`src/rtl/ex_pkg.sv`:
```
// Shared definitions for the execute stage: opcodes, idbus/exbus field layout, MUL FSM states.
// The iterative multiplier is built only when EX_MUL_EN is defined.
package ex_pkg;

    localparam logic [3:0] OP_ADD  = 4'd1;
    localparam logic [3:0] OP_SUB  = 4'd2;
    localparam logic [3:0] OP_MUL  = 4'd3;
    localparam logic [3:0] OP_ADDI = 4'd4;
    localparam logic [3:0] OP_ANDI = 4'd5;
    localparam logic [3:0] OP_ORI  = 4'd6;
    localparam logic [3:0] OP_SLTI = 4'd7;
    localparam logic [3:0] OP_LW   = 4'd8;
    localparam logic [3:0] OP_SW   = 4'd9;

    localparam int ID_W       = 106;
    localparam int ID_VALID   = 105;
    localparam int ID_OP_LSB  = 101;
    localparam int ID_DST_LSB = 96;
    localparam int ID_R1_LSB  = 64;
    localparam int ID_R2_LSB  = 32;
    localparam int ID_IMM_LSB = 0;

    localparam int EX_W       = 74;
    localparam int EX_VALID   = 73;
    localparam int EX_OP_LSB  = 69;
    localparam int EX_DST_LSB = 64;
    localparam int EX_RES_LSB = 32;
    localparam int EX_SD_LSB  = 0;

    typedef enum logic {
        ST_IDLE = 1'b0,
        ST_MUL  = 1'b1
    } mul_state_e;

endpackage

```
`src/rtl/ex_multiplier.sv`:
```
// Iterative shift-add multiplier retiring MUL_BPC multiplier bits per cycle (low 32 bits of a*b).
// done is combinational so the last step and the consumer's capture of p share one edge.
module ex_multiplier #(
    parameter int MUL_BPC = 1
) (
    input  logic        clk,
    input  logic        reset,
    input  logic        start,
    input  logic [31:0] a,
    input  logic [31:0] b,
    output logic        done,
    output logic [31:0] p
);
    localparam int MUL_STEPS = 32 / MUL_BPC;
    localparam int CNT_W     = (MUL_STEPS > 1) ? $clog2(MUL_STEPS) : 1;

    logic             running;
    logic [CNT_W-1:0] cnt;
    logic [31:0]      acc;
    logic [31:0]      a_sh;
    logic [31:0]      b_sh;
    logic [31:0]      partial;
    logic [31:0]      acc_next;

    always_comb begin
        partial = '0;
        for (int j = 0; j < MUL_BPC; j++) begin
            if (b_sh[j]) partial = partial + (a_sh << j);
        end
        acc_next = acc + partial;
    end

    assign done = running && (cnt == CNT_W'(MUL_STEPS - 1));
    assign p    = acc_next;

    always_ff @(posedge clk) begin
        if (reset) begin
            running <= 1'b0;
            cnt     <= '0;
            acc     <= '0;
            a_sh    <= '0;
            b_sh    <= '0;
        end else if (start) begin
            running <= 1'b1;
            cnt     <= '0;
            acc     <= '0;
            a_sh    <= a;
            b_sh    <= b;
        end else if (running) begin
            acc  <= acc_next;
            a_sh <= a_sh << MUL_BPC;
            b_sh <= b_sh >> MUL_BPC;
            cnt  <= cnt + 1'b1;
            if (done) running <= 1'b0;
        end
    end

endmodule

```
`src/rtl/execute_stage.sv`:
```
// Execute stage: ALU/address compute from idbus into the registered exbus.
// Define EX_MUL_EN to build the iterative MUL path; otherwise op 0011 is a single-cycle AND.
//
//  state   | meaning
//  --------+-------------------------------------------------------------
//  ST_IDLE | sampling idbus every cycle, single-cycle ops go straight out
//  ST_MUL  | multiply in flight, idbus ignored, ex_busy high
module execute_stage
    import ex_pkg::*;
#(
    parameter int MUL_BPC = 1
) (
    input  logic            clk,
    input  logic            reset,
    input  logic [ID_W-1:0] idbus,
    output logic            ex_busy,
    output logic [4:0]      ex_dst,
    output logic [EX_W-1:0] exbus
);
    if ((MUL_BPC != 1) && (MUL_BPC != 2) && (MUL_BPC != 4) && (MUL_BPC != 8)) begin : g_bad_bpc
        $error("MUL_BPC must be 1, 2, 4 or 8");
    end

    logic        id_valid;
    logic [3:0]  id_op;
    logic [4:0]  id_dst;
    logic [31:0] id_r1;
    logic [31:0] id_r2;
    logic [31:0] id_imm;

    assign id_valid = idbus[ID_VALID];
    assign id_op    = idbus[ID_OP_LSB +: 4];
    assign id_dst   = idbus[ID_DST_LSB +: 5];
    assign id_r1    = idbus[ID_R1_LSB +: 32];
    assign id_r2    = idbus[ID_R2_LSB +: 32];
    assign id_imm   = idbus[ID_IMM_LSB +: 32];

    logic            alu_valid;
    logic [31:0]     alu_res;
    logic [31:0]     alu_sdata;
    logic [EX_W-1:0] alu_bus;

    always_comb begin
        alu_valid = id_valid;
        alu_res   = '0;
        alu_sdata = '0;
        case (id_op)
            OP_ADD:  alu_res = id_r1 + id_r2;
            OP_SUB:  alu_res = id_r1 - id_r2;
`ifndef EX_MUL_EN
            OP_MUL:  alu_res = id_r1 & id_r2;
`endif
            OP_ADDI: alu_res = id_r1 + id_imm;
            OP_ANDI: alu_res = id_r1 & id_imm;
            OP_ORI:  alu_res = id_r1 | id_imm;
            OP_SLTI: alu_res = {31'b0, $signed(id_r1) < $signed(id_imm)};
            OP_LW:   alu_res = id_r1 + id_imm;
            OP_SW: begin
                alu_res   = id_r1 + id_imm;
                alu_sdata = id_r2;
            end
            default: alu_valid = 1'b0;
        endcase
    end

    // Bubbles and non-issuing ops leave every exbus field at zero.
    assign alu_bus = alu_valid ? {1'b1, id_op, id_dst, alu_res, alu_sdata} : '0;

`ifdef EX_MUL_EN
    mul_state_e      state_q;
    mul_state_e      state_d;
    logic [4:0]      mul_dst_q;
    logic            mul_start;
    logic            mul_done;
    logic [31:0]     mul_p;
    logic [EX_W-1:0] exbus_d;

    ex_multiplier #(.MUL_BPC(MUL_BPC)) u_mul (
        .clk   (clk),
        .reset (reset),
        .start (mul_start),
        .a     (id_r1),
        .b     (id_r2),
        .done  (mul_done),
        .p     (mul_p)
    );

    always_comb begin
        state_d   = state_q;
        mul_start = 1'b0;
        exbus_d   = '0;
        case (state_q)
            ST_IDLE: begin
                if (id_valid && (id_op == OP_MUL)) begin
                    state_d   = ST_MUL;
                    mul_start = 1'b1;
                end else begin
                    exbus_d = alu_bus;
                end
            end
            ST_MUL: begin
                if (mul_done) begin
                    state_d = ST_IDLE;
                    exbus_d = {1'b1, OP_MUL, mul_dst_q, mul_p, 32'b0};
                end
            end
            default: state_d = ST_IDLE;
        endcase
    end

    always_ff @(posedge clk) begin
        if (reset) begin
            state_q   <= ST_IDLE;
            mul_dst_q <= '0;
            exbus     <= '0;
        end else begin
            state_q <= state_d;
            exbus   <= exbus_d;
            if (mul_start) mul_dst_q <= id_dst;
        end
    end

    assign ex_busy = (state_q == ST_MUL);
    assign ex_dst  = ex_busy ? mul_dst_q :
                     (exbus[EX_VALID] ? exbus[EX_DST_LSB +: 5] : 5'd0);
`else
    always_ff @(posedge clk) begin
        if (reset) exbus <= '0;
        else       exbus <= alu_bus;
    end

    assign ex_busy = 1'b0;
    assign ex_dst  = exbus[EX_VALID] ? exbus[EX_DST_LSB +: 5] : 5'd0;
`endif

endmodule

```
`config.mk`:
```
export PLATFORM = sky130hd
export DESIGN_NAME = execute_stage
export DESIGN_NICKNAME = d
export VERILOG_FILES = /design/src/rtl/ex_pkg.sv /design/src/rtl/ex_multiplier.sv /design/src/rtl/execute_stage.sv
export SDC_FILE = /design/constraint.sdc
export NUM_CORES = 1
export LEC_CHECK = 0
export BUFFER_PORTS_ARGS = -buffer_cell sky130_fd_sc_hd__buf_2
export CAP_MARGIN = 0
export CELL_PAD_IN_SITES_DETAIL_PLACEMENT = 1
export CELL_PAD_IN_SITES_GLOBAL_PLACEMENT = 2
export CORE_UTILIZATION = 30
export DETAILED_ROUTE_END_ITERATION = 8
export GPL_ROUTABILITY_DRIVEN = 0
export GPL_TIMING_DRIVEN = 0
export PLACE_DENSITY = 0.85
export SYNTH_ARGS = -nofsm -noshare
export SYNTH_HDL_FRONTEND = slang
export SYNTH_HIERARCHICAL = 1
export SYNTH_SLANG_ARGS = --single-unit
```
`constraint.sdc`:
```
create_clock -name clk -period 5.4 [get_ports clk]
set_input_delay 0.54 -clock clk [delete_from_list [all_inputs] [get_ports clk]]
set_output_delay 0.54 -clock clk [all_outputs]
set_load 0.01 [all_outputs]
```
==> impl_table.tex, run 1 <==
\begin{tabular}{lr}
\hline
Metric & Value \\
\hline
\multicolumn{2}{l}{\textbf{Outcome}} \\
Run status & finished, final reports clean \\
\multicolumn{2}{l}{\textbf{Floorplan}} \\
Core footprint & between 20,000 and 25,000 um\^{}2 \\
Y dimension of the die & between 150 and 200 um \\
Number of top-level pins & approximately 190 \\
Starting utilization of the core area & between 30\% and 40\% \\
Full die area & 23,400 um\^{}2 \\
Row Count & 54 \\
Die Wd & 153 um \\
\multicolumn{2}{l}{\textbf{Worst setup path}} \\
Arrival @ worst endpoint & 5320 ps \\
Cell repeated most along the worst path & sky130\_fd\_sc\_hd\_\_a21oi\_1 \\
Delay of the slowest cell on the worst path & between 500 and 600 ps \\
Category of the critical setup timing path & in -> reg \\
Worst-path maximum fanout & 10 \\
Endpoint type of the worst setup path & register \\
Category of the worst setup path launch point & primary input \\
Required time reported for the critical path endpoint & between 5000 and 6000 ps \\
Worst path buffer plus inverter count & 5 \\
Critical path cell sequence & buf\_2 -> clkbuf\_1 -> mux2i\_1 -> or2\_2 -> buf\_1 -> nand2\_1 -> clkbuf\_2 -> o21ai\_0 -> a222oi\_1 -> inv\_1 -> ha\_1 -> nand3\_1 -> a21oi\_1 -> o21ai\_1 -> o31ai\_1 -> a21oi\_1 -> o21bai\_1 -> xor2\_1 -> a22o\_1 \\
Critical Path Slowest Stage Cell & sky130\_fd\_sc\_hd\_\_o31ai\_1 \\
CP delay by family, top & compound AO/OA/AOI/OAI gates \\
\multicolumn{2}{l}{\textbf{Placed design}} \\
Detailed placement HPWL & 21,800 um \\
Input/output buffers & 183 \\
Total cell area at the placement stage & 8110 um\^{}2 \\
\multicolumn{2}{l}{\textbf{Power and ir drop}} \\
Leakage power of the design & about 4 nW \\
Internal portion of total power & roughly 0.0011 W \\
Net Sw Frac & a little under two fifths \\
Power density cells & between 200 and 250 nW/um\^{}2 \\
Switching power summed over all nets & 0.000665 W \\
Maximum vdd drop & 134 uV \\
Portion of total power attributed to combinational logic & 34.9\% \\
Clock power share & 33.7\% \\
Part of the power in registers & around a third \\
\multicolumn{2}{l}{\textbf{Global routing}} \\
Overflow after GRT & 0 \\
Number of antenna violations at the first check in global routing & 2 \\
Number of global-route vias before repair & approximately 7.5k \\
Maximum number of pins on one net before global-route repair & 16 \\
First-pass GRT wire length & $\sim$42,000 um \\
Total GRT Usage & between 20\% and 30\% \\
\multicolumn{2}{l}{\textbf{Clock network}} \\
H-Tree Depth & 3 \\
Clock-pin transition on the worst setup and hold timing paths & $\sim$70 ps \\
Maximum number of buffers from clock root to sink & 2 \\
Root Driver & sky130\_fd\_sc\_hd\_\_clkbuf\_16 \\
Clock tree from TritonCTS & built \\
Clk sink count & 74 \\
Total CTS buffers & 9 \\
Number of buffers added to fix hold violations after cts & 0 \\
\multicolumn{2}{l}{\textbf{Route}} \\
Total Wirelength & $\sim$27,000 um \\
Per-cell routed wire length & around 20 um \\
Count of TritonRoute iterations in the first routing pass & 4 \\
Total number of vias & about 7.4k \\
Via density & roughly 5.4 \\
Antenna-violating nets left & 0 \\
Count of routing violations after the opening detailed-route iteration & about 360 \\
Number of remaining DRC errors & 0 \\
\multicolumn{2}{l}{\textbf{Finish}} \\
Design Area, Final & around 8400 um\^{}2 \\
Nets & between 1k and 1.5k \\
Area growth, synth to finish & 23.1\% \\
Register ranked first by flip-flop count & exbus \\
Share of cells above drive strength 1 & 21.6\% \\
Utilization after layout & about two fifths \\
Max FFs per register & 74 \\
Largest registers in the final layout & exbus (74) \\
\multicolumn{2}{l}{\textbf{Synth}} \\
Top FF cell, synth & sky130\_fd\_sc\_hd\_\_dfxtp\_1 \\
Fraction of the yosys area taken by sequential cells & a little over a fifth \\
Yosys Warn Count & 6 \\
Synthesized flop and latch total & 74 \\
Post-Synthesis Cell Area & 6830 um\^{}2 \\
Average cell area after synthesis & a little under 8 um\^{}2 \\
Number of unique standard cell types used by synthesis & approximately 70 \\
Async set-or-reset flop fraction in the synthesized netlist & 0\% \\
Synthesized netlist cell count & approximately 890 \\
Net count after synthesis & about 1.1k \\
EDFF count, synth & 0 \\
\multicolumn{2}{l}{\textbf{Min path}} \\
Hold Crit Endpoint & exbus[65] \\
Startpoint of the tightest hold check path & idbus[97] \\
Instance count along the most critical hold path & 2 \\
Worst min path class & in -> reg \\
\multicolumn{2}{l}{\textbf{Job}} \\
Max\_cap viols & 0 \\
\multicolumn{2}{l}{\textbf{STA}} \\
Min Clock Period, post-route & between 5000 and 6000 ps \\
Final Setup Violations & 0 \\
Max-slew headroom & 31.9\% \\
RSZ-0062 raised after global routing & no \\
Slew Limit Fails & 0 \\
Transition at the pin with the smallest max-transition slack & 1020 ps \\
Timing-limited maximum frequency & between 150 and 200 MHz \\
Final-report hold violation count & 0 \\
Part of the cycle the worst path needs & around 94\% \\
\hline
\end{tabular}
-- layout by cell type, fill, tap and decap left out, types with 24 or more instances in the layout --
cell type	netlist	routed
sky130_fd_sc_hd__dfxtp_1	74	74
sky130_fd_sc_hd__clkbuf_1	32	29
sky130_fd_sc_hd__ha_1	100	100
sky130_fd_sc_hd__inv_1	89	89
sky130_fd_sc_hd__o21ai_0	40	38
sky130_fd_sc_hd__o22ai_1	39	39
sky130_fd_sc_hd__buf_2	1	184
sky130_fd_sc_hd__mux2i_1	24	24
sky130_fd_sc_hd__a21oi_1	68	68
sky130_fd_sc_hd__nor2_1	67	67
sky130_fd_sc_hd__nor3_1	27	27
sky130_fd_sc_hd__nand2_1	69	69
sky130_fd_sc_hd__and2_1	45	45
-- how the worst max path moves through the flow --
stage	startpoint	to	cells past startpoint
finish	idbus[104]	exbus[51]	19
global route	idbus[34]	exbus[63]	18
CTS	idbus[104]	exbus[60]	18
detailed placement	idbus[104]	exbus[60]	19
global placement	idbus[104]	exbus[60]	19
floorplan	idbus[33]	exbus[60]	20
-- cells in the mapped netlist (3+ instances only) --
| cell type | instances | area share [%] |
|---|---|---|
| sky130_fd_sc_hd__a31oi_1 | 10 | 0.92 |
| sky130_fd_sc_hd__ha_1 | 100 | 18 |
| sky130_fd_sc_hd__nand3_1 | 16 | 1.2 |
| sky130_fd_sc_hd__nor3_1 | 27 | 2.0 |
| sky130_fd_sc_hd__o31ai_1 | 8 | 0.88 |
| sky130_fd_sc_hd__xnor2_1 | 15 | 1.9 |
| sky130_fd_sc_hd__a211oi_1 | 6 | 0.66 |
| sky130_fd_sc_hd__nor3b_1 | 3 | 0.33 |
| sky130_fd_sc_hd__o221ai_1 | 3 | 0.38 |
| sky130_fd_sc_hd__o21ai_0 | 40 | 2.9 |
| sky130_fd_sc_hd__inv_1 | 89 | 4.9 |
| sky130_fd_sc_hd__o22ai_1 | 39 | 3.6 |
| sky130_fd_sc_hd__mux2i_1 | 24 | 3.5 |
| sky130_fd_sc_hd__o21bai_1 | 6 | 0.66 |
| sky130_fd_sc_hd__and2_1 | 45 | 4.1 |
| sky130_fd_sc_hd__nor2_1 | 67 | 3.7 |
| sky130_fd_sc_hd__mux2_2 | 8 | 1.3 |
| sky130_fd_sc_hd__nand2b_1 | 3 | 0.27 |
| sky130_fd_sc_hd__o211a_1 | 6 | 0.88 |
| sky130_fd_sc_hd__and3_1 | 6 | 0.55 |
| sky130_fd_sc_hd__nand4_1 | 5 | 0.46 |
| sky130_fd_sc_hd__a21oi_1 | 68 | 5.0 |
| sky130_fd_sc_hd__or3_1 | 6 | 0.55 |
| sky130_fd_sc_hd__a21o_1 | 8 | 0.88 |
| sky130_fd_sc_hd__or3_2 | 3 | 0.33 |
| sky130_fd_sc_hd__o211ai_1 | 5 | 0.55 |
| sky130_fd_sc_hd__a221o_1 | 15 | 2.2 |
| sky130_fd_sc_hd__clkbuf_1 | 32 | 1.8 |
| sky130_fd_sc_hd__dfxtp_1 | 74 | 22 |
| sky130_fd_sc_hd__nor4_1 | 8 | 0.73 |
| sky130_fd_sc_hd__xor2_1 | 12 | 1.5 |
| sky130_fd_sc_hd__a22o_1 | 3 | 0.38 |
| sky130_fd_sc_hd__or4_1 | 3 | 0.33 |
| sky130_fd_sc_hd__nand2_1 | 69 | 3.8 |
| sky130_fd_sc_hd__o41ai_1 | 4 | 0.51 |
| sky130_fd_sc_hd__nor2b_1 | 5 | 0.46 |
-- area by class of cell --
cell class | instances | area, um^2
multi-input cells | 685 | 4880
well taps | 280 | 350
repair buffers | 183 | 916
inverters | 89 | 334
fillers | 2782 | 13700
clock inverters | 7 | 60.1
diodes | 1 | 2.50
flip-flops and latches | 74 | 1480
plain buffers | 38 | 163
clock buffers | 9 | 225
-- per-stage QoR --
step                setup WS (ps)  TNS [ps]  total power, W  hold WS (ps)  instances
finish                        329         0         0.00178           383       1366
global route                 58.5         0         0.00189           381       1365
CTS                          1.46         0         0.00181           373       1365
detailed placement           -444     -2040         0.00119           748       1349
global placement             -322     -1280         0.00117           740       1349
floorplan                     807         0        0.000963           662        886
-- timing repair --
action / CTS / global route
gates cloned: 0 / 0
endpoints found under the setup margin: 3 / 10
buffers inserted: 0 / 0
pin swaps: 0 / 1
endpoints found under the hold margin: 0 / 0
gates resized for setup: 1 / 10
-- metal layers --
layer / up-vias / share of wire [%] / track usage [%] / wire length, um
li1: 3554 / - / - / -
met1: 3598 / 46 / 29.6 / 12200
met2: 242 / 47 / 39.8 / 12600
met3: 32 / 5.2 / 3.66 / 1390
met4: 2 / 1.9 / 6.49 / 520
met5: - / 0.049 / 0 / 13
-- power by group through the flow --
| stage | Combinational (W) | Sequential [W] | Clock, W |
|---|---|---|---|
| 6_report | 0.000623 | 0.000560 | 0.000601 |
| 5_1_grt | 0.000690 | 0.000560 | 0.000640 |
| 4_1_cts | 0.000621 | 0.000560 | 0.000626 |
| 3_5_place_dp | 0.000613 | 0.000572 | 0 |
| 3_3_place_gp | 0.000601 | 0.000572 | 0 |
| 2_1_floorplan | 0.000385 | 0.000578 | 0 |
-- cells by family (layout without fill, tap and decap cells) --
kind of cell               after synthesis  after routing  synth area share (%)
xor gates and xnor gates                27             27                  3.46
buffers and inverters                  127            326                  7.21
and+or+nand+nor                        281            281                  20.9
DFF                                     74             74                  21.7
adders and majority gates              101            101                  18.6
AOI/OAI and AO/OA                      243            243                  23.3
muxes                                   32             32                  4.83
other                                    1              2                0.0549
(Power assumes the default switching activity.)
==> run 2: changes to the inputs <==
--- a/config.mk
+++ b/config.mk
@@ -7,13 +7,11 @@
 export LEC_CHECK = 0
 export BUFFER_PORTS_ARGS = -buffer_cell sky130_fd_sc_hd__buf_2
 export CAP_MARGIN = 0
-export CELL_PAD_IN_SITES_DETAIL_PLACEMENT = 1
-export CELL_PAD_IN_SITES_GLOBAL_PLACEMENT = 2
-export CORE_UTILIZATION = 30
+export CORE_UTILIZATION = 54
 export DETAILED_ROUTE_END_ITERATION = 8
 export GPL_ROUTABILITY_DRIVEN = 0
 export GPL_TIMING_DRIVEN = 0
-export PLACE_DENSITY = 0.85
+export PLACE_DENSITY = 0.86
 export SYNTH_ARGS = -nofsm -noshare
 export SYNTH_HDL_FRONTEND = slang
 export SYNTH_HIERARCHICAL = 1
==> impl_table.tex, run 2 (synthesis results as in run 1) <==
\begin{tabular}{lr}
\hline
Metric & Value \\
\hline
\multicolumn{2}{l}{\textbf{Outcome}} \\
Run status & finished, final reports clean \\
\multicolumn{2}{l}{\textbf{Global routing}} \\
Met1 routing resource usage after global routing & 40.6\% (+11 points) \\
Number of antenna violations at the first check in global routing & 2 (unchanged) \\
Met3 usage & 7.62\% (+4.0 points) \\
Number of global-route vias before repair & 6,838 (-8.5\%) \\
Maximum number of pins on one net before global-route repair & 14 (-2) \\
Met2 demand-to-capacity share in global routing & 55.4\% (+16 points) \\
Overflow after GRT & 0 (unchanged) \\
First-pass GRT wire length & 33,800 um (-19\%) \\
Most crowded layer after global routing & met2 \\
Total GRT Usage & 33.4\% (+10 points) \\
\multicolumn{2}{l}{\textbf{Power and ir drop}} \\
Power density cells & 215 nW/um\^{}2 (+1.5\%) \\
Portion of total power attributed to combinational logic & 33.8\% (-1.1 points) \\
Net Sw Frac & 34.5\% (-2.8 points) \\
Internal portion of total power & 0.00117 W (+4.4\%) \\
Leakage power of the design & 4.08 nW (+0.24\%) \\
Part of the power in registers & 31.4\% (about the same) \\
Total Power Consumption & 0.00178 W (about the same) \\
Maximum vdd drop & 154 uV (+15\%) \\
Clock power share & 34.8\% (+1.1 points) \\
Switching power summed over all nets & 0.000614 W (-7.7\%) \\
\multicolumn{2}{l}{\textbf{Finish}} \\
Nets & 1,289 (unchanged) \\
Design Area, Final & 8280 um\^{}2 (-1.6\%) \\
Leading cell types in the layout, fill and taps excluded & 184 x sky130\_fd\_sc\_hd\_\_buf\_2, 100 x sky130\_fd\_sc\_hd\_\_ha\_1, 89 x sky130\_fd\_sc\_hd\_\_inv\_1, 74 x sky130\_fd\_sc\_hd\_\_dfxtp\_1, 69 x sky130\_fd\_sc\_hd\_\_nand2\_1 \\
Antenna diode instance count & 0 (-1) \\
Largest registers in the final layout & exbus (74) \\
Register ranked first by flip-flop count & exbus \\
Share of cells above drive strength 1 & 21.1\% (-0.46 points) \\
Area growth, synth to finish & 21.1\% \\
Most frequent standard cell in the layout excluding fill and tap cells & sky130\_fd\_sc\_hd\_\_buf\_2 \\
Utilization after layout & 68.0\% (+30 points) \\
Max FFs per register & 74 (unchanged) \\
Fill cell total of the finished layout & 1,043 (-63\%) \\
\multicolumn{2}{l}{\textbf{Min path}} \\
Worst min path class & in -> reg \\
\multicolumn{2}{l}{\textbf{Route}} \\
Total number of vias & 7,536 (+1.5\%) \\
Via density & 6.01 (+11\%) \\
Total Wirelength & 22,000 um (-18\%) \\
Count of routing violations after the opening detailed-route iteration & 661 (+85\%) \\
Count of TritonRoute iterations in the first routing pass & 6 (+2) \\
Per-cell routed wire length & 17.6 um (-10\%) \\
Antenna-violating nets left & 0 (unchanged) \\
Number of remaining DRC errors & 0 (unchanged) \\
\multicolumn{2}{l}{\textbf{Placed design}} \\
Worst slack after detailed placement & -76.4 ps (+367 ps) \\
Total cell area at the placement stage & 7970 um\^{}2 (-1.7\%) \\
Input/output buffers & 183 (unchanged) \\
Detailed placement HPWL & 17,200 um (-21\%) \\
\multicolumn{2}{l}{\textbf{Clock network}} \\
Number of buffers added to fix hold violations after cts & 0 (unchanged) \\
Total CTS buffers & 9 (unchanged) \\
Maximum number of buffers from clock root to sink & 2 (unchanged) \\
Buffers inserted by post-CTS timing repair & 0 (unchanged) \\
\# resized after CTS & 0 (-1) \\
Clock tree from TritonCTS & built \\
Clk sink count & 74 (unchanged) \\
H-Tree Depth & 3 (unchanged) \\
Root Driver & sky130\_fd\_sc\_hd\_\_clkbuf\_16 \\
Clock-pin transition on the worst setup and hold timing paths & 50 ps (-20 ps) \\
\multicolumn{2}{l}{\textbf{Worst setup path}} \\
Cell repeated most along the worst path & sky130\_fd\_sc\_hd\_\_a21oi\_1 \\
Required time reported for the critical path endpoint & 5620 ps (-30 ps) \\
CP delay by family, top & simple AND/OR/NAND/NOR gates \\
Delay of the slowest cell on the worst path & 500 ps (-50 ps) \\
Critical Path Slowest Stage Cell & sky130\_fd\_sc\_hd\_\_nor3\_1 \\
Capture point of the worst path & exbus[63] \\
Worst path buffer plus inverter count & 2 (-3) \\
Endpoint type of the worst setup path & register \\
Category of the worst setup path launch point & primary input \\
Number of cells on the critical path & 18 (-1) \\
Worst-path maximum fanout & 7 (-3) \\
Category of the critical setup timing path & in -> reg \\
Arrival @ worst endpoint & 5300 ps (-20 ps) \\
Launch point of the critical path & idbus[34] \\
Critical path cell sequence & buf\_2 -> nor3\_1 -> nand3\_1 -> or3\_1 -> or3\_2 -> or3\_1 -> a222oi\_1 -> inv\_1 -> ha\_1 -> a21o\_1 -> a21oi\_1 -> o211ai\_1 -> a21oi\_1 -> o21ai\_0 -> a21oi\_1 -> o21ai\_0 -> xnor2\_1 -> o22ai\_1 \\
\multicolumn{2}{l}{\textbf{STA}} \\
Max-slew headroom & 30.8\% (-1.1 points) \\
Final-report hold violation count & 0 (unchanged) \\
Transition at the pin with the smallest max-transition slack & 1040 ps (+17.3 ps) \\
Final setup margin & 317 ps (-11.7 ps) \\
Timing-limited maximum frequency & 197 MHz (-0.23\%) \\
Slew Limit Fails & 0 (unchanged) \\
RSZ-0062 raised after global routing & no \\
Final Setup Violations & 0 (unchanged) \\
Part of the cycle the worst path needs & 94.1\% (+0.22 points) \\
Final TNS setup & 0 ps (unchanged) \\
Min Clock Period, post-route & 5080 ps (+11.8 ps) \\
\multicolumn{2}{l}{\textbf{Floorplan}} \\
Y dimension of the die & 114 um (-25\%) \\
Starting utilization of the core area & 56.2\% (+25 points) \\
Core footprint & 12,200 um\^{}2 (-45\%) \\
Row Count & 40 (-26\%) \\
Full die area & 13,100 um\^{}2 (-44\%) \\
Die Wd & 114 um (-25\%) \\
Number of top-level pins & 188 (unchanged) \\
\multicolumn{2}{l}{\textbf{Job}} \\
Max\_cap viols & 0 (unchanged) \\
\hline
\end{tabular}
[run 2: routing by layer]
layer / part of all wire [%] / up-vias
met4: 4.0 / 0
li1: - / 3559
met3: 10 / 77
met5: 0 / -
met1: 40 / 3453
met2: 46 / 447
[run 2: per-stage QoR]
step	instances	hold slack, ps
after floorplan	886	662
after global placement	1237	738
after detailed placement	1237	742
after CTS	1253	384
after global routing	1253	397
final	1253	388
[run 2: worst min-delay path by stage]
| stage | slack (ps) | cells after the start | to | start |
|---|---|---|---|---|
| 2_1_floorplan | 660 | 1 | exbus[0] | idbus[32] |
| 3_3_place_gp | 740 | 2 | exbus[67] | idbus[99] |
| 3_5_place_dp | 740 | 2 | exbus[64] | idbus[96] |
| 4_1_cts | 380 | 2 | exbus[64] | idbus[96] |
| 5_1_grt | 400 | 2 | exbus[68] | idbus[100] |
| 6_report | 390 | 2 | exbus[64] | idbus[96] |
[run 2: area by class of cell]
cell class / instances / area [um^2] / area share [%]
clock buffers: 10 / 239 / 2.89
inverters: 89 / 334 / 4.04
multi-input cells: 685 / 4870 / 58.9
well taps: 168 / 210 / 2.54
flip-flops and latches: 74 / 1480 / 17.9
clock inverters: 6 / 65.1 / 0.786
plain buffers: 38 / 159 / 1.92
repair buffers: 183 / 916 / 11.1
[run 2: power by group through the flow]
stage / clock [W] / sequential [W] / combinational [W]
after floorplan: 0 / 0.000578 / 0.000385
after global placement: 0 / 0.000572 / 0.000566
after detailed placement: 0 / 0.000572 / 0.000578
after CTS: 0.000625 / 0.000560 / 0.000585
after global routing: 0.000645 / 0.000561 / 0.000657
final: 0.000621 / 0.000560 / 0.000602
==> run 3: changes to the inputs <==
--- a/config.mk
+++ b/config.mk
@@ -5,13 +5,15 @@
 export SDC_FILE = /design/constraint.sdc
 export NUM_CORES = 1
 export LEC_CHECK = 0
+export ABC_CLOCK_PERIOD_IN_PS = 5400
 export BUFFER_PORTS_ARGS = -buffer_cell sky130_fd_sc_hd__buf_2
 export CAP_MARGIN = 0
-export CORE_UTILIZATION = 54
+export CORE_UTILIZATION = 51
 export DETAILED_ROUTE_END_ITERATION = 8
 export GPL_ROUTABILITY_DRIVEN = 0
 export GPL_TIMING_DRIVEN = 0
-export PLACE_DENSITY = 0.86
+export HOLD_SLACK_MARGIN = 0.12
+export PLACE_DENSITY = 0.82
 export SYNTH_ARGS = -nofsm -noshare
 export SYNTH_HDL_FRONTEND = slang
 export SYNTH_HIERARCHICAL = 1
==> impl_table.tex, run 3 (synthesis results as in run 1) <==
\begin{tabular}{lr}
\hline
Metric & Value \\
\hline
\multicolumn{2}{l}{\textbf{Outcome}} \\
Run status & finished, final reports clean \\
\multicolumn{2}{l}{\textbf{Placed design}} \\
Detailed placement HPWL & 17,200 um (about the same) \\
Input/output buffers & 183 (unchanged) \\
Instance count after placement with tap cells included & 1,241 (+0.32\%) \\
Total cell area at the placement stage & 7970 um\^{}2 (about the same) \\
Worst slack after detailed placement & -84.6 ps (-8.25 ps) \\
\multicolumn{2}{l}{\textbf{STA}} \\
Final setup margin & 252 ps (-64.7 ps) \\
Final-report hold violation count & 0 (unchanged) \\
Max-slew headroom & 34.5\% (+3.8 points) \\
Slew Limit Fails & 0 (unchanged) \\
Transition at the pin with the smallest max-transition slack & 979 ps (-56.7 ps) \\
Final TNS setup & 0 ps (unchanged) \\
Min Clock Period, post-route & 5150 ps (+64.7 ps) \\
Final Setup Violations & 0 (unchanged) \\
Part of the cycle the worst path needs & 95.3\% (+1.2 points) \\
Timing-limited maximum frequency & 194 MHz (-1.3\%) \\
RSZ-0062 raised after global routing & no \\
\multicolumn{2}{l}{\textbf{Floorplan}} \\
Y dimension of the die & 118 um (+2.9\%) \\
Starting utilization of the core area & 53.3\% (-2.9 points) \\
Die Wd & 118 um (+2.9\%) \\
Core footprint & 12,800 um\^{}2 (+5.5\%) \\
Number of top-level pins & 188 (unchanged) \\
Full die area & 13,900 um\^{}2 (+5.8\%) \\
Row Count & 41 (+2.5\%) \\
\multicolumn{2}{l}{\textbf{Route}} \\
Number of remaining DRC errors & 0 (unchanged) \\
Via density & 5.99 (-0.33\%) \\
Per-cell routed wire length & 17.4 um (-1.0\%) \\
Total Wirelength & 21,900 um (-0.55\%) \\
Antenna-violating nets left & 0 (unchanged) \\
Total number of vias & 7,547 (+0.15\%) \\
Count of TritonRoute iterations in the first routing pass & 6 (unchanged) \\
Count of routing violations after the opening detailed-route iteration & 746 (+13\%) \\
\multicolumn{2}{l}{\textbf{Finish}} \\
Area growth, synth to finish & 21.3\% \\
Nets & 1,289 (unchanged) \\
Leading cell types in the layout, fill and taps excluded & 184 x sky130\_fd\_sc\_hd\_\_buf\_2, 100 x sky130\_fd\_sc\_hd\_\_ha\_1, 89 x sky130\_fd\_sc\_hd\_\_inv\_1, 74 x sky130\_fd\_sc\_hd\_\_dfxtp\_1, 69 x sky130\_fd\_sc\_hd\_\_nand2\_1 \\
Largest registers in the final layout & exbus (74) \\
Number of standard cells in the final layout excluding fillers & 1,259 (+0.48\%) \\
Share of cells above drive strength 1 & 21.1\% (unchanged) \\
Max FFs per register & 74 (unchanged) \\
Design Area, Final & 8290 um\^{}2 (+0.14\%) \\
Register ranked first by flip-flop count & exbus \\
Most frequent standard cell in the layout excluding fill and tap cells & sky130\_fd\_sc\_hd\_\_buf\_2 \\
\multicolumn{2}{l}{\textbf{Worst setup path}} \\
Category of the worst setup path launch point & primary input \\
Endpoint type of the worst setup path & register \\
Required time reported for the critical path endpoint & 5630 ps (about the same) \\
Worst-path maximum fanout & 7 (unchanged) \\
Category of the critical setup timing path & in -> reg \\
Arrival @ worst endpoint & 5370 ps (+70 ps) \\
\multicolumn{2}{l}{\textbf{Global routing}} \\
Total GRT Usage & 31.3\% (-2.1 points) \\
Number of global-route vias before repair & 6,846 (+0.12\%) \\
First-pass GRT wire length & 34,300 um (+1.4\%) \\
Maximum number of pins on one net before global-route repair & 15 (+1) \\
Number of antenna violations at the first check in global routing & 3 (+1) \\
Overflow after GRT & 0 (unchanged) \\
\multicolumn{2}{l}{\textbf{Power and ir drop}} \\
Maximum vdd drop & 146 uV (-5.2\%) \\
Power density cells & 214 nW/um\^{}2 (-0.42\%) \\
Leakage power of the design & 4.08 nW (about the same) \\
Total Power Consumption & 0.00178 W (-0.28\%) \\
\multicolumn{2}{l}{\textbf{Job}} \\
Max\_cap viols & 0 (unchanged) \\
\multicolumn{2}{l}{\textbf{Clock network}} \\
H-Tree Depth & 3 (unchanged) \\
Clk sink count & 74 (unchanged) \\
Total CTS buffers & 9 (unchanged) \\
Root Driver & sky130\_fd\_sc\_hd\_\_clkbuf\_16 \\
Number of buffers added to fix hold violations after cts & 0 (unchanged) \\
Maximum number of buffers from clock root to sink & 2 (unchanged) \\
Clock-pin transition on the worst setup and hold timing paths & 60 ps (about the same) \\
Clock tree from TritonCTS & built \\
\multicolumn{2}{l}{\textbf{Min path}} \\
Worst min path class & in -> reg \\
\hline
\end{tabular}
==> run 3: changes by cell type in the layout (fill, tap and decap cells not counted), sizes merged <==
cell / change
diode: +2
inv: +1
clkinv: -1
==> run 3: worst max-delay path: stages <==
cell,delay [ps]
sky130_fd_sc_hd__buf_2,120
sky130_fd_sc_hd__inv_1,80
sky130_fd_sc_hd__ha_1,190
sky130_fd_sc_hd__or3b_1,440
sky130_fd_sc_hd__or4_1,410
sky130_fd_sc_hd__clkbuf_1,200
sky130_fd_sc_hd__or4_1,510
sky130_fd_sc_hd__nor3_1,170
sky130_fd_sc_hd__nor3_1,60
sky130_fd_sc_hd__a221o_1,290
sky130_fd_sc_hd__ha_1,270
sky130_fd_sc_hd__clkbuf_1,180
sky130_fd_sc_hd__nand4_1,180
sky130_fd_sc_hd__o21ai_0,100
sky130_fd_sc_hd__a31oi_1,260
sky130_fd_sc_hd__o31ai_2,190
sky130_fd_sc_hd__a41o_1,350
sky130_fd_sc_hd__a21oi_1,290
sky130_fd_sc_hd__o221ai_1,220
sky130_fd_sc_hd__xnor2_1,210
sky130_fd_sc_hd__o22ai_1,100
==> run 3: stage by stage <==
stage                     hold WS (ps)  util [%]
after floorplan                    662         -
after global placement             740      62.1
after detailed placement           745      62.2
after CTS                          384      64.5
after global routing               379      64.6
final                              382      64.6
==> run 3: worst paths after layout <==
check	start	endpoint	slack, ps	cells after the start
worst max-delay path	idbus[33]	exbus[62]	250	21
worst min-delay path	idbus[96]	exbus[64]	380	2
==> run 3: metal layers <==
| layer | up-vias | track usage (%) | share of wire, % |
|---|---|---|---|
| met3 | 72 | 7.17 | 10 |
| met4 | 2 | 15.1 | 3.7 |
| met2 | 452 | 51.0 | 45 |
| met5 | - | 0 | 0.059 |
| met1 | 3458 | 38.6 | 40 |
| li1 | 3563 | - | - |
==> run 3: final cells by class <==
type | count | area, um^2
Sequential cell | 74 | 1480
Fill cell | 1151 | 4540
Multi-Input combinational cell | 685 | 4870
Timing Repair Buffer | 183 | 916
Antenna cell | 2 | 5.00
Clock inverter | 6 | 75.1
Clock buffer | 10 | 229
Buffer | 38 | 160
Inverter | 89 | 334
Tap cell | 172 | 215
==> run 3: repair_timing <==
item | in CTS | in global routing
gates resized for setup | 0 | 3
buffers inserted | 0 | 0
setup endpoints to repair | 0 | 3
==> run 3: power breakdown <==
part	leakage [nW]	switching [W]	internal [W]	total [W]
clock	0.145	0.000255	0.000364	0.000619
sequential	0.598	0.00000282	0.000557	0.000560
combinational	3.34	0.000359	0.000240	0.000598
total	4.08	0.000616	0.00116	0.00178
